File: src/rtl/multicycle_pkg.sv
// Shared encodings for the multi-cycle RISC-V control unit: FSM states, opcodes,
// ALU operation classes, ALU B-source selects and the decoded control vector.
package multicycle_pkg;

    localparam int STATE_BITS = 4;

    typedef enum logic [STATE_BITS-1:0] {
        S_FETCH    = 4'd0,
        S_DECODE   = 4'd1,
        S_EXEC_R   = 4'd2,
        S_EXEC_I   = 4'd3,
        S_MEM_ADDR = 4'd4,
        S_MEM_RD   = 4'd5,
        S_MEM_WR   = 4'd6,
        S_WB_ALU   = 4'd7,
        S_WB_MEM   = 4'd8,
        S_BRANCH   = 4'd9,
        S_JUMP     = 4'd10,
        S_TRAP     = 4'd11
    } state_e;

    localparam logic [6:0] ALU_R     = 7'b0110011;
    localparam logic [6:0] ALU_I     = 7'b0010011;
    localparam logic [6:0] BRANCH_EQ = 7'b1100011;
    localparam logic [6:0] JUMP      = 7'b1101111;
    localparam logic [6:0] LOAD      = 7'b0000011;
    localparam logic [6:0] STORE     = 7'b0100011;

    localparam logic [1:0] ADD_OPCODE    = 2'b00;
    localparam logic [1:0] SUB_OPCODE    = 2'b01;
    localparam logic [1:0] R_TYPE_OPCODE = 2'b10;

    localparam logic [1:0] SRC_B_RS2  = 2'b00;
    localparam logic [1:0] SRC_B_FOUR = 2'b01;
    localparam logic [1:0] SRC_B_IMM  = 2'b10;

    typedef struct packed {
        logic       ir_write;
        logic       pc_write;
        logic       pc_write_cond;
        logic       i_or_d;
        logic       mem_read;
        logic       mem_write;
        logic       alu_src_a;
        logic [1:0] alu_src_b;
        logic [1:0] alu_op;
        logic       mem_2_reg;
        logic       reg_write;
        logic       jump;
    } ctrl_t;

    function automatic state_e decode_opcode(input logic [6:0] op);
        case (op)
            ALU_R:       return S_EXEC_R;
            ALU_I:       return S_EXEC_I;
            LOAD, STORE: return S_MEM_ADDR;
            BRANCH_EQ:   return S_BRANCH;
            JUMP:        return S_JUMP;
            default:     return S_TRAP;
        endcase
    endfunction

endpackage

File: src/rtl/multicycle_control_unit_if.sv
// Bundle between the control unit (slave side) and the multi-cycle datapath
// (master side): opcode/handshake inputs and all control outputs.
interface multicycle_control_unit_if #(
    parameter int ALU_OP_W = 2,
    parameter int CNT_W    = 32,
    parameter int STATE_W  = 4
);
    logic                enable;
    logic [6:0]          opcode;
    logic                mem_ready;
    logic                ir_write;
    logic                pc_write;
    logic                pc_write_cond;
    logic                i_or_d;
    logic                mem_read;
    logic                mem_write;
    logic                alu_src_a;
    logic [1:0]          alu_src_b;
    logic [ALU_OP_W-1:0] alu_op;
    logic                mem_2_reg;
    logic                reg_write;
    logic                jump;
    logic                illegal;
    logic [STATE_W-1:0]  state;
    logic [CNT_W-1:0]    retired;

    modport slave (
        input  enable, opcode, mem_ready,
        output ir_write, pc_write, pc_write_cond, i_or_d, mem_read, mem_write,
               alu_src_a, alu_src_b, alu_op, mem_2_reg, reg_write, jump,
               illegal, state, retired
    );

    modport master (
        output enable, opcode, mem_ready,
        input  ir_write, pc_write, pc_write_cond, i_or_d, mem_read, mem_write,
               alu_src_a, alu_src_b, alu_op, mem_2_reg, reg_write, jump,
               illegal, state, retired
    );
endinterface

File: src/rtl/multicycle_control_unit_output_decode.sv
// Moore output decode: state -> datapath control vector, with the write/request
// strobes suppressed while the unit is frozen.
module mc_output_decode
    import multicycle_pkg::*;
(
    input  state_e state,
    input  logic   enable,
    input  logic   mem_ready,
    output ctrl_t  ctrl
);
    always_comb begin
        ctrl        = '0;
        ctrl.alu_op = ADD_OPCODE;
        case (state)
            S_FETCH: begin
                ctrl.mem_read  = 1'b1;
                ctrl.alu_src_b = SRC_B_FOUR;
                ctrl.ir_write  = mem_ready;
                ctrl.pc_write  = mem_ready;
            end
            S_DECODE: ctrl.alu_src_b = SRC_B_IMM;
            S_EXEC_R: begin
                ctrl.alu_src_a = 1'b1;
                ctrl.alu_src_b = SRC_B_RS2;
                ctrl.alu_op    = R_TYPE_OPCODE;
            end
            S_EXEC_I, S_MEM_ADDR: begin
                ctrl.alu_src_a = 1'b1;
                ctrl.alu_src_b = SRC_B_IMM;
            end
            S_MEM_RD: begin
                ctrl.mem_read = 1'b1;
                ctrl.i_or_d   = 1'b1;
            end
            S_MEM_WR: begin
                ctrl.mem_write = 1'b1;
                ctrl.i_or_d    = 1'b1;
            end
            S_WB_ALU: ctrl.reg_write = 1'b1;
            S_WB_MEM: begin
                ctrl.reg_write = 1'b1;
                ctrl.mem_2_reg = 1'b1;
            end
            S_BRANCH: begin
                ctrl.alu_src_a     = 1'b1;
                ctrl.alu_src_b     = SRC_B_RS2;
                ctrl.alu_op        = SUB_OPCODE;
                ctrl.pc_write_cond = 1'b1;
            end
            S_JUMP: begin
                ctrl.jump     = 1'b1;
                ctrl.pc_write = 1'b1;
            end
            default: ;
        endcase
        // A frozen unit must not issue memory requests or commit any state.
        if (!enable) begin
            ctrl.ir_write      = 1'b0;
            ctrl.pc_write      = 1'b0;
            ctrl.pc_write_cond = 1'b0;
            ctrl.mem_read      = 1'b0;
            ctrl.mem_write     = 1'b0;
            ctrl.reg_write     = 1'b0;
        end
    end
endmodule

File: src/rtl/multicycle_control_unit.sv
// Multi-cycle RISC-V control FSM: state register, next-state logic, sticky
// illegal-opcode trap flag and retired-instruction counter.
module multicycle_control_unit
    import multicycle_pkg::*;
#(
    parameter int ALU_OP_W = 2,
    parameter int CNT_W    = 32,
    parameter int STATE_W  = 4
) (
    input  logic                      clk,
    input  logic                      arst_n,
    multicycle_control_unit_if.slave  bus
);
    state_e           state_q, state_d;
    logic [CNT_W-1:0] retired_q, retired_d;
    logic             illegal_q, illegal_d;
    logic             retire;
    ctrl_t            ctrl;

    always_comb begin
        state_d = state_q;
        retire  = 1'b0;
        if (bus.enable) begin
            case (state_q)
                S_FETCH:    if (bus.mem_ready) state_d = S_DECODE;
                S_DECODE:   state_d = decode_opcode(bus.opcode);
                S_EXEC_R,
                S_EXEC_I:   state_d = S_WB_ALU;
                // IR is stable here, so re-reading the opcode picks load vs store.
                S_MEM_ADDR: state_d = (bus.opcode == LOAD) ? S_MEM_RD : S_MEM_WR;
                S_MEM_RD:   if (bus.mem_ready) state_d = S_WB_MEM;
                S_MEM_WR: begin
                    if (bus.mem_ready) begin
                        state_d = S_FETCH;
                        retire  = 1'b1;
                    end
                end
                S_WB_ALU, S_WB_MEM, S_BRANCH, S_JUMP: begin
                    state_d = S_FETCH;
                    retire  = 1'b1;
                end
                S_TRAP:     state_d = S_TRAP;
                default:    state_d = S_FETCH;
            endcase
        end
        retired_d = retired_q + CNT_W'(retire);
        illegal_d = illegal_q | (state_d == S_TRAP);
    end

    always_ff @(posedge clk or negedge arst_n) begin
        if (!arst_n) begin
            state_q   <= S_FETCH;
            retired_q <= '0;
            illegal_q <= 1'b0;
        end else begin
            state_q   <= state_d;
            retired_q <= retired_d;
            illegal_q <= illegal_d;
        end
    end

    mc_output_decode u_output_decode (
        .state     (state_q),
        .enable    (bus.enable),
        .mem_ready (bus.mem_ready),
        .ctrl      (ctrl)
    );

    assign bus.ir_write      = ctrl.ir_write;
    assign bus.pc_write      = ctrl.pc_write;
    assign bus.pc_write_cond = ctrl.pc_write_cond;
    assign bus.i_or_d        = ctrl.i_or_d;
    assign bus.mem_read      = ctrl.mem_read;
    assign bus.mem_write     = ctrl.mem_write;
    assign bus.alu_src_a     = ctrl.alu_src_a;
    assign bus.alu_src_b     = ctrl.alu_src_b;
    assign bus.alu_op        = ALU_OP_W'(ctrl.alu_op);
    assign bus.mem_2_reg     = ctrl.mem_2_reg;
    assign bus.reg_write     = ctrl.reg_write;
    assign bus.jump          = ctrl.jump;
    assign bus.illegal       = illegal_q;
    assign bus.state         = STATE_W'(state_q);
    assign bus.retired       = retired_q;
endmodule

File: src/flat_wrapper.sv
// flat-port wrapper written by rule: the top's interface ports become plain ports
module multicycle_control_unit_flat import multicycle_pkg::*;
#(
    parameter int ALU_OP_W = 2,
    parameter int CNT_W    = 32,
    parameter int STATE_W  = 4
)
  (clk, arst_n, bus_enable, bus_opcode, bus_mem_ready, bus_ir_write, bus_pc_write, bus_pc_write_cond, bus_i_or_d, bus_mem_read, bus_mem_write, bus_alu_src_a, bus_alu_src_b, bus_alu_op, bus_mem_2_reg, bus_reg_write, bus_jump, bus_illegal, bus_state, bus_retired);
  multicycle_control_unit_if #(.ALU_OP_W(ALU_OP_W), .CNT_W(CNT_W), .STATE_W(STATE_W)) bus_i ();
  input  logic clk;
  input  logic arst_n;
  input wire logic [$bits(bus_i.enable)-1:0] bus_enable;
  input wire logic [$bits(bus_i.opcode)-1:0] bus_opcode;
  input wire logic [$bits(bus_i.mem_ready)-1:0] bus_mem_ready;
  output wire logic [$bits(bus_i.ir_write)-1:0] bus_ir_write;
  output wire logic [$bits(bus_i.pc_write)-1:0] bus_pc_write;
  output wire logic [$bits(bus_i.pc_write_cond)-1:0] bus_pc_write_cond;
  output wire logic [$bits(bus_i.i_or_d)-1:0] bus_i_or_d;
  output wire logic [$bits(bus_i.mem_read)-1:0] bus_mem_read;
  output wire logic [$bits(bus_i.mem_write)-1:0] bus_mem_write;
  output wire logic [$bits(bus_i.alu_src_a)-1:0] bus_alu_src_a;
  output wire logic [$bits(bus_i.alu_src_b)-1:0] bus_alu_src_b;
  output wire logic [$bits(bus_i.alu_op)-1:0] bus_alu_op;
  output wire logic [$bits(bus_i.mem_2_reg)-1:0] bus_mem_2_reg;
  output wire logic [$bits(bus_i.reg_write)-1:0] bus_reg_write;
  output wire logic [$bits(bus_i.jump)-1:0] bus_jump;
  output wire logic [$bits(bus_i.illegal)-1:0] bus_illegal;
  output wire logic [$bits(bus_i.state)-1:0] bus_state;
  output wire logic [$bits(bus_i.retired)-1:0] bus_retired;
  assign bus_i.enable = bus_enable;
  assign bus_i.opcode = bus_opcode;
  assign bus_i.mem_ready = bus_mem_ready;
  assign bus_ir_write = bus_i.ir_write;
  assign bus_pc_write = bus_i.pc_write;
  assign bus_pc_write_cond = bus_i.pc_write_cond;
  assign bus_i_or_d = bus_i.i_or_d;
  assign bus_mem_read = bus_i.mem_read;
  assign bus_mem_write = bus_i.mem_write;
  assign bus_alu_src_a = bus_i.alu_src_a;
  assign bus_alu_src_b = bus_i.alu_src_b;
  assign bus_alu_op = bus_i.alu_op;
  assign bus_mem_2_reg = bus_i.mem_2_reg;
  assign bus_reg_write = bus_i.reg_write;
  assign bus_jump = bus_i.jump;
  assign bus_illegal = bus_i.illegal;
  assign bus_state = bus_i.state;
  assign bus_retired = bus_i.retired;
  multicycle_control_unit #(.ALU_OP_W(ALU_OP_W), .CNT_W(CNT_W), .STATE_W(STATE_W)) u_core (.clk(clk), .arst_n(arst_n), .bus(bus_i));
endmodule
File: config.mk
export PLATFORM = sky130hd
export DESIGN_NAME = multicycle_control_unit_flat
export DESIGN_NICKNAME = d
export VERILOG_FILES = /design/src/rtl/multicycle_pkg.sv /design/src/rtl/multicycle_control_unit_if.sv /design/src/rtl/multicycle_control_unit_output_decode.sv /design/src/rtl/multicycle_control_unit.sv /design/src/flat_wrapper.sv
export SDC_FILE = /design/constraint.sdc
export NUM_CORES = 1
export LEC_CHECK = 0
export ABC_CLOCK_PERIOD_IN_PS = 5500
export BUFFER_PORTS_ARGS = -buffer_cell sky130_fd_sc_hd__buf_2
export CAP_MARGIN = 20
export CORE_MARGIN = 4
export CORE_UTILIZATION = 55
export CTS_CLUSTER_SIZE = 12
export DETAILED_ROUTE_END_ITERATION = 16
export GPL_TIMING_DRIVEN = 0
export HOLD_SLACK_MARGIN = 0.03
export PLACE_DENSITY = 0.84
export SKIP_CTS_REPAIR_TIMING = 1
export SYNTH_ARGS = -nofsm -noshare
export SYNTH_HDL_FRONTEND = slang
export SYNTH_HIERARCHICAL = 1
export SYNTH_SLANG_ARGS = --single-unit
File: constraint.sdc
create_clock -name clk -period 5.5 [get_ports clk]
set_input_delay 0.825 -clock clk [delete_from_list [all_inputs] [get_ports clk]]
set_output_delay 0.825 -clock clk [all_outputs]
set_load 0.02 [all_outputs]
### Word level (Yosys, flattened, before mapping)

Cells that the tools add are included.
Widths: inputs -> output; s select.

* add/subtract/negate cells: 1
* multipliers: 0
* div/mod/pow operators: 0
* magnitude comparators: 0
* equal/unequal tests: 18
* shift-type cells: 0
* multiplexer cells: 25
* bitwise gates (word level): 1
* reductions and logical operators: 9

Operator list (count)
* $add 32x1->32: 1
* $pmux 4 s7: 1
* $eq 4x4->1 const B: 5
* $pmux 4 s5: 1
* $eq 4x3->1 const B: 4
* $mux 4: 4
* $eq 7x6->1 const B: 2
* $eq 7x7->1 const B: 2
* $mux 1: 12
* $reduce_or 2->1: 5
* $eq 4x2->1 const B: 2
* $pmux 2 s2: 2
* $reduce_or 4->1: 2
* $eq 7x2->1 const B: 1
* $eq 7x5->1 const B: 1
* $eq 4x1->1 const B: 1
* $logic_not 4->1: 1
* $mux 2: 2
* $pmux 1 s2: 2
* $mux 3: 1
* $reduce_or 3->1: 1
* $or 1x1->1: 1

* register bits after elaboration: 37
* bits in latches: 0
* memory bits (writable): 0
* ROM bits: 0
* output and inout bits: 51
* word-level logic and storage cells: 57
* memories kept: 0

### Logic depth before layout (Yosys ltp)

* word-level depth: 7
* mapped depth: 11

### Hierarchy

The synthesis kept the hierarchy.

Modules (own cells, without submodules)
* multicycle_control_unit: times used 1, cells each 176, area each 1875.5 um^2
* mc_output_decode: times used 1, cells each 32, area each 217.7 um^2

### Worst setup path after synthesis

No wires, ideal clock.

* path type: in2out
* start: input bus_mem_ready
* end: output bus_pc_write
* arrival time: 1.748 ns
* required time: 4.675 ns
* path slack: 2.927 ns
* cell stages on the path: 2
* path buffers: 0
* cells stage by stage: or3b_1 -> a2111oi_2

* word-level cells in the longest chain between the ends: 2

Ends and longest elaborated chain
* from (decl): RTL line flat_wrapper.sv:14 `input wire logic [$bits(bus_i.mem_ready)-1:0] bus_mem_ready;`
* $pmux 1 s2: RTL line multicycle_control_unit_output_decode.sv:14 `case (state)`
* $mux 3: RTL line multicycle_control_unit_output_decode.sv:57 `if (!enable) begin`
* to (decl): RTL line flat_wrapper.sv:16 `output wire logic [$bits(bus_i.pc_write)-1:0] bus_pc_write;`

Every way passes these cells.

### Worst setup path in the final report

Same ends and word-level chain as after synthesis.

==> impl_metrics.prom <==
# TYPE chip_impl_metric gauge
chip_impl_metric{name="chipWidth",unit="um"} 69.7
chip_impl_metric{name="pin_count_of_the_biggest_net_entering_global_routing",unit=""} 38
chip_impl_metric{name="critPathMaxStageDelay",unit="ns"} 0.37
chip_impl_metric{name="synth_nets",unit=""} 221
chip_impl_metric{name="detailroute.via_count",unit=""} 1744
chip_impl_metric{name="htreeDepth",unit=""} 2
chip_impl_info{name="top_library_cells_by_usage_in_the_layout_fill_and_taps_aside",value="buf_2, dfrtp_1, xnor2_1"} 1
chip_impl_metric{name="comb_power_share",unit="%"} 44.6
chip_impl_metric{name="syn-mean-instance-area",unit="um2"} 10.1
chip_impl_metric{name="syn-cell-area",unit="um2"} 2090
chip_impl_info{name="worst_r2r_endpoint",value="u_core/bus.retired[20]"} 1
chip_impl_metric{name="drt-vias-per-instance",unit=""} 5.38
chip_impl_info{name="ctsRootBufferMaster",value="clkbuf_8"} 1
chip_impl_metric{name="finalHoldViolCount",unit=""} 0
chip_impl_metric{name="fill_cells",unit=""} 311
chip_impl_metric{name="power.density_cell_area",unit="nW/um2"} 371
chip_impl_metric{name="hpwl_after_detailed_placement",unit="mm"} 3.23
chip_impl_info{name="cp_slowest_cell",value="or3b_1"} 1
chip_impl_info{name="worstReg2RegStart",value="u_core/bus.state[0]"} 1
chip_impl_metric{name="design_area",unit="um2"} 2540
chip_impl_metric{name="post-route-period-util",unit="%"} 48.6
chip_impl_metric{name="power.share.sequential",unit="%"} 35.6
chip_impl_metric{name="synth.yosys.seq_area_share",unit="%"} 44.2
chip_impl_metric{name="post_route_cells_drive_above_1_share",unit="%"} 30.8
chip_impl_metric{name="worst-r2r-setup-slack",unit="ns"} 3.01
chip_impl_metric{name="grt_overflow_total",unit=""} 0
chip_impl_metric{name="p_int",unit="uW"} 566
chip_impl_metric{name="period_needed",unit="ns"} 2.67
chip_impl_metric{name="power.switching",unit="uW"} 378
chip_impl_metric{name="yosys_warnings",unit=""} 6
chip_impl_info{name="layout.cells.most_common",value="buf_2"} 1
chip_impl_info{name="postSynth.topFlopCell",value="dfrtp_1"} 1
chip_impl_info{name="cts_tree",value="built"} 1
chip_impl_metric{name="power_switching_share",unit="%"} 40.1
chip_impl_metric{name="number_of_antenna_violations_at_the_first_check_in_global_routing",unit=""} 0
chip_impl_metric{name="yosys_register_bits",unit=""} 37
chip_impl_metric{name="report.final.slew_viol_count",unit=""} 0
chip_impl_info{name="grt_setup_unrepaired",value="false"} 1
chip_impl_info{name="crit_type",value="in -> out"} 1
chip_impl_metric{name="insertion_delay",unit="ns"} 0.29
chip_impl_metric{name="fmaxAchievable",unit="MHz"} 374
chip_impl_metric{name="synth_cell_types",unit=""} 53
chip_impl_metric{name="critical_path_arrival",unit="ns"} 1.85
chip_impl_metric{name="first_global_vias",unit=""} 1562
chip_impl_metric{name="power_frac_clock",unit="%"} 19.8
chip_impl_metric{name="die_area",unit="um2"} 4860
chip_impl_metric{name="grt_pass1_wl",unit="mm"} 7.21
chip_impl_metric{name="setup-violations-final",unit=""} 0
chip_impl_metric{name="crit_fanout",unit=""} 7
chip_impl_metric{name="synth_cells",unit=""} 208
chip_impl_metric{name="totalNegativeSetupSlack",unit="ns"} 0
chip_impl_metric{name="postLayoutSetupSlackWorst",unit="ns"} 2.83
chip_impl_metric{name="skew",unit="ns"} 0.00434
chip_impl_metric{name="synth-async-reset-ratio",unit="%"} 100
chip_impl_metric{name="cts_buffers",unit=""} 5
chip_impl_info{name="crit_path_cell_trace",value="buf_2, or3b_1, a2111oi_2, buf_2"} 1
chip_impl_info{name="worst_setup_path_start_kind",value="input port"} 1
chip_impl_metric{name="die_height",unit="um"} 69.7
chip_impl_info{name="crit_top_cell",value="buf_2"} 1
chip_impl_metric{name="max_slew.worst_pin.slew",unit="ns"} 0.768
chip_impl_metric{name="pin_count",unit=""} 62
chip_impl_metric{name="antenna_violating_nets_remaining",unit=""} 0
chip_impl_metric{name="synth-edff-count",unit=""} 0
chip_impl_metric{name="place_worst_setup_slack",unit="ns"} 2.65
chip_impl_metric{name="gr-usage-all-layers",unit="%"} 18.3
chip_impl_metric{name="clkTransAtPathRegs",unit="ns"} 0.07
chip_impl_metric{name="remaining_drc_errors",unit=""} 0
chip_impl_metric{name="detailedRoute.firstIterationViolations",unit=""} 80
chip_impl_metric{name="placeableCoreArea",unit="um2"} 3660
chip_impl_metric{name="data_required_time_of_the_critical_path",unit="ns"} 4.68
chip_impl_metric{name="diodes",unit=""} 0
chip_impl_metric{name="gpl.final_weighted_congestion",unit=""} 0.912
chip_impl_metric{name="final_net_count",unit=""} 289
chip_impl_metric{name="dr.pass1.iters",unit=""} 5
chip_impl_metric{name="post_place_instance_area",unit="um2"} 2460
chip_impl_info{name="run_status",value="finished, final reports clean"} 1
chip_impl_metric{name="ctsLongestPathBuffers",unit=""} 2
chip_impl_info{name="hold_start",value="u_core/bus.retired[31]"} 1
chip_impl_metric{name="clkSinkCount",unit=""} 37
chip_impl_metric{name="peakVddDrop",unit="mV"} 0.240
chip_impl_metric{name="hold-path-cell-count",unit=""} 1
chip_impl_metric{name="port_bufs",unit=""} 61
chip_impl_info{name="path_class_of_the_lowest_slack_min_delay_path",value="reg -> reg"} 1
chip_impl_metric{name="post_drt_wl_per_cell",unit="um"} 13.3
chip_impl_metric{name="placement_rows",unit=""} 22
chip_impl_metric{name="cellLeakagePower",unit="nW"} 1.30
chip_impl_metric{name="drt_wl_total",unit="mm"} 4.31
chip_impl_metric{name="flow.area_growth_from_synthesis",unit="%"} 21.6
chip_impl_metric{name="headroom_to_the_max_slew_limit",unit="%"} 48.8
chip_impl_metric{name="max_cap_violations",unit=""} 0
chip_impl_metric{name="initial_utilization",unit="%"} 57.2
chip_impl_info{name="holdPathEnd",value="u_core/bus.retired[31]"} 1
chip_impl_info{name="kind_of_end_point_of_the_critical_path",value="output pin"} 1
chip_impl_metric{name="worst_r2r_path_depth",unit=""} 11
per-stage QoR:
step | power [mW] | utilization, % | hold WS, ns | cells
detailed placement | 0.764 | 67.2 | 0.476 | 317
global route | 1.01 | 69.5 | 0.495 | 324
global placement | 0.757 | 67.2 | 0.456 | 317
floorplan | 0.649 | - | 0.529 | 208
CTS | 0.956 | 69.5 | 0.487 | 324
finish | 0.944 | 69.5 | 0.478 | 324
synthesized netlist by cell type, types with 3 or more instances:
cell type	n	share of area, %
dfrtp_1	37	44
nor3_1	5	1.2
nor2_1	13	2.3
nand2b_1	5	1.5
a21oi_1	8	1.9
and4_1	4	1.7
buf_2	4	0.96
xor2_1	10	4.2
inv_1	8	1.4
xnor2_1	22	9.2
nand2_1	16	2.9
nand4_1	7	2.1
nor4b_1	4	1.7
and3_1	6	1.8
a31oi_1	3	0.90
nand3_1	11	2.6
layer usage:
metal	GRT usage (%)	part of all wire, %	vias to the layer above
li1	-	-	877
met4	9.15	2.0	0
met2	28.2	46	46
met5	0	0	-
met3	4.20	5.8	7
met1	24.3	46	814
flip-flops by register name, summed over array words and instances (netlist names):
signal / flops
u_core/bus.retired: 32
u_core/bus.state: 4
u_core/bus.illegal: 1
worst max-delay path: cells and delay by family:
family                 cells  cell delay [ns]
and+or+nand+nor            1             0.37
buffers and inverters      2             0.35
AOI/OAI and AO/OA          1             0.30
worst max path at each step:
| stage | from | end | slack, ns |
|---|---|---|---|
| floorplan | bus_mem_ready | bus_pc_write | 2.93 |
| global placement | bus_mem_ready | u_core/bus.retired[20] | 2.69 |
| CTS | bus_mem_ready | bus_pc_write | 2.81 |
| detailed placement | bus_mem_ready | u_core/bus.retired[20] | 2.65 |
| global route | bus_mem_ready | u_core/bus.retired[14] | 2.67 |
| finish | bus_mem_ready | bus_pc_write | 2.83 |
cell families after synthesis:
logic type | Yosys count | synth area share [%]
compound gates | 25 | 8.67
simple gates | 95 | 27.5
xor+xnor | 32 | 13.4
buf+inv | 17 | 5.02
fa+ha+maj | 2 | 1.20
flops | 37 | 44.2
layout make-up:
| class | instances | area [um2] | area share (%) |
|---|---|---|---|
| multi-input cells | 154 | 1060 | 41.7 |
| flip-flops and latches | 37 | 926 | 36.4 |
| repair buffers | 61 | 305 | 12.0 |
| clock buffers | 7 | 86.3 | 3.39 |
| plain buffers | 8 | 71.3 | 2.80 |
| well taps | 48 | 60.1 | 2.36 |
| inverters | 9 | 33.8 | 1.33 |
power by group through the flow:
stage	Combinational, mW	Sequential (mW)	Clock (mW)
finish	0.421	0.336	0.187
global route	0.460	0.344	0.205
CTS	0.423	0.337	0.195
detailed placement	0.422	0.342	0
global placement	0.415	0.341	0
floorplan	0.282	0.367	0
(Power assumes the default switching activity.)
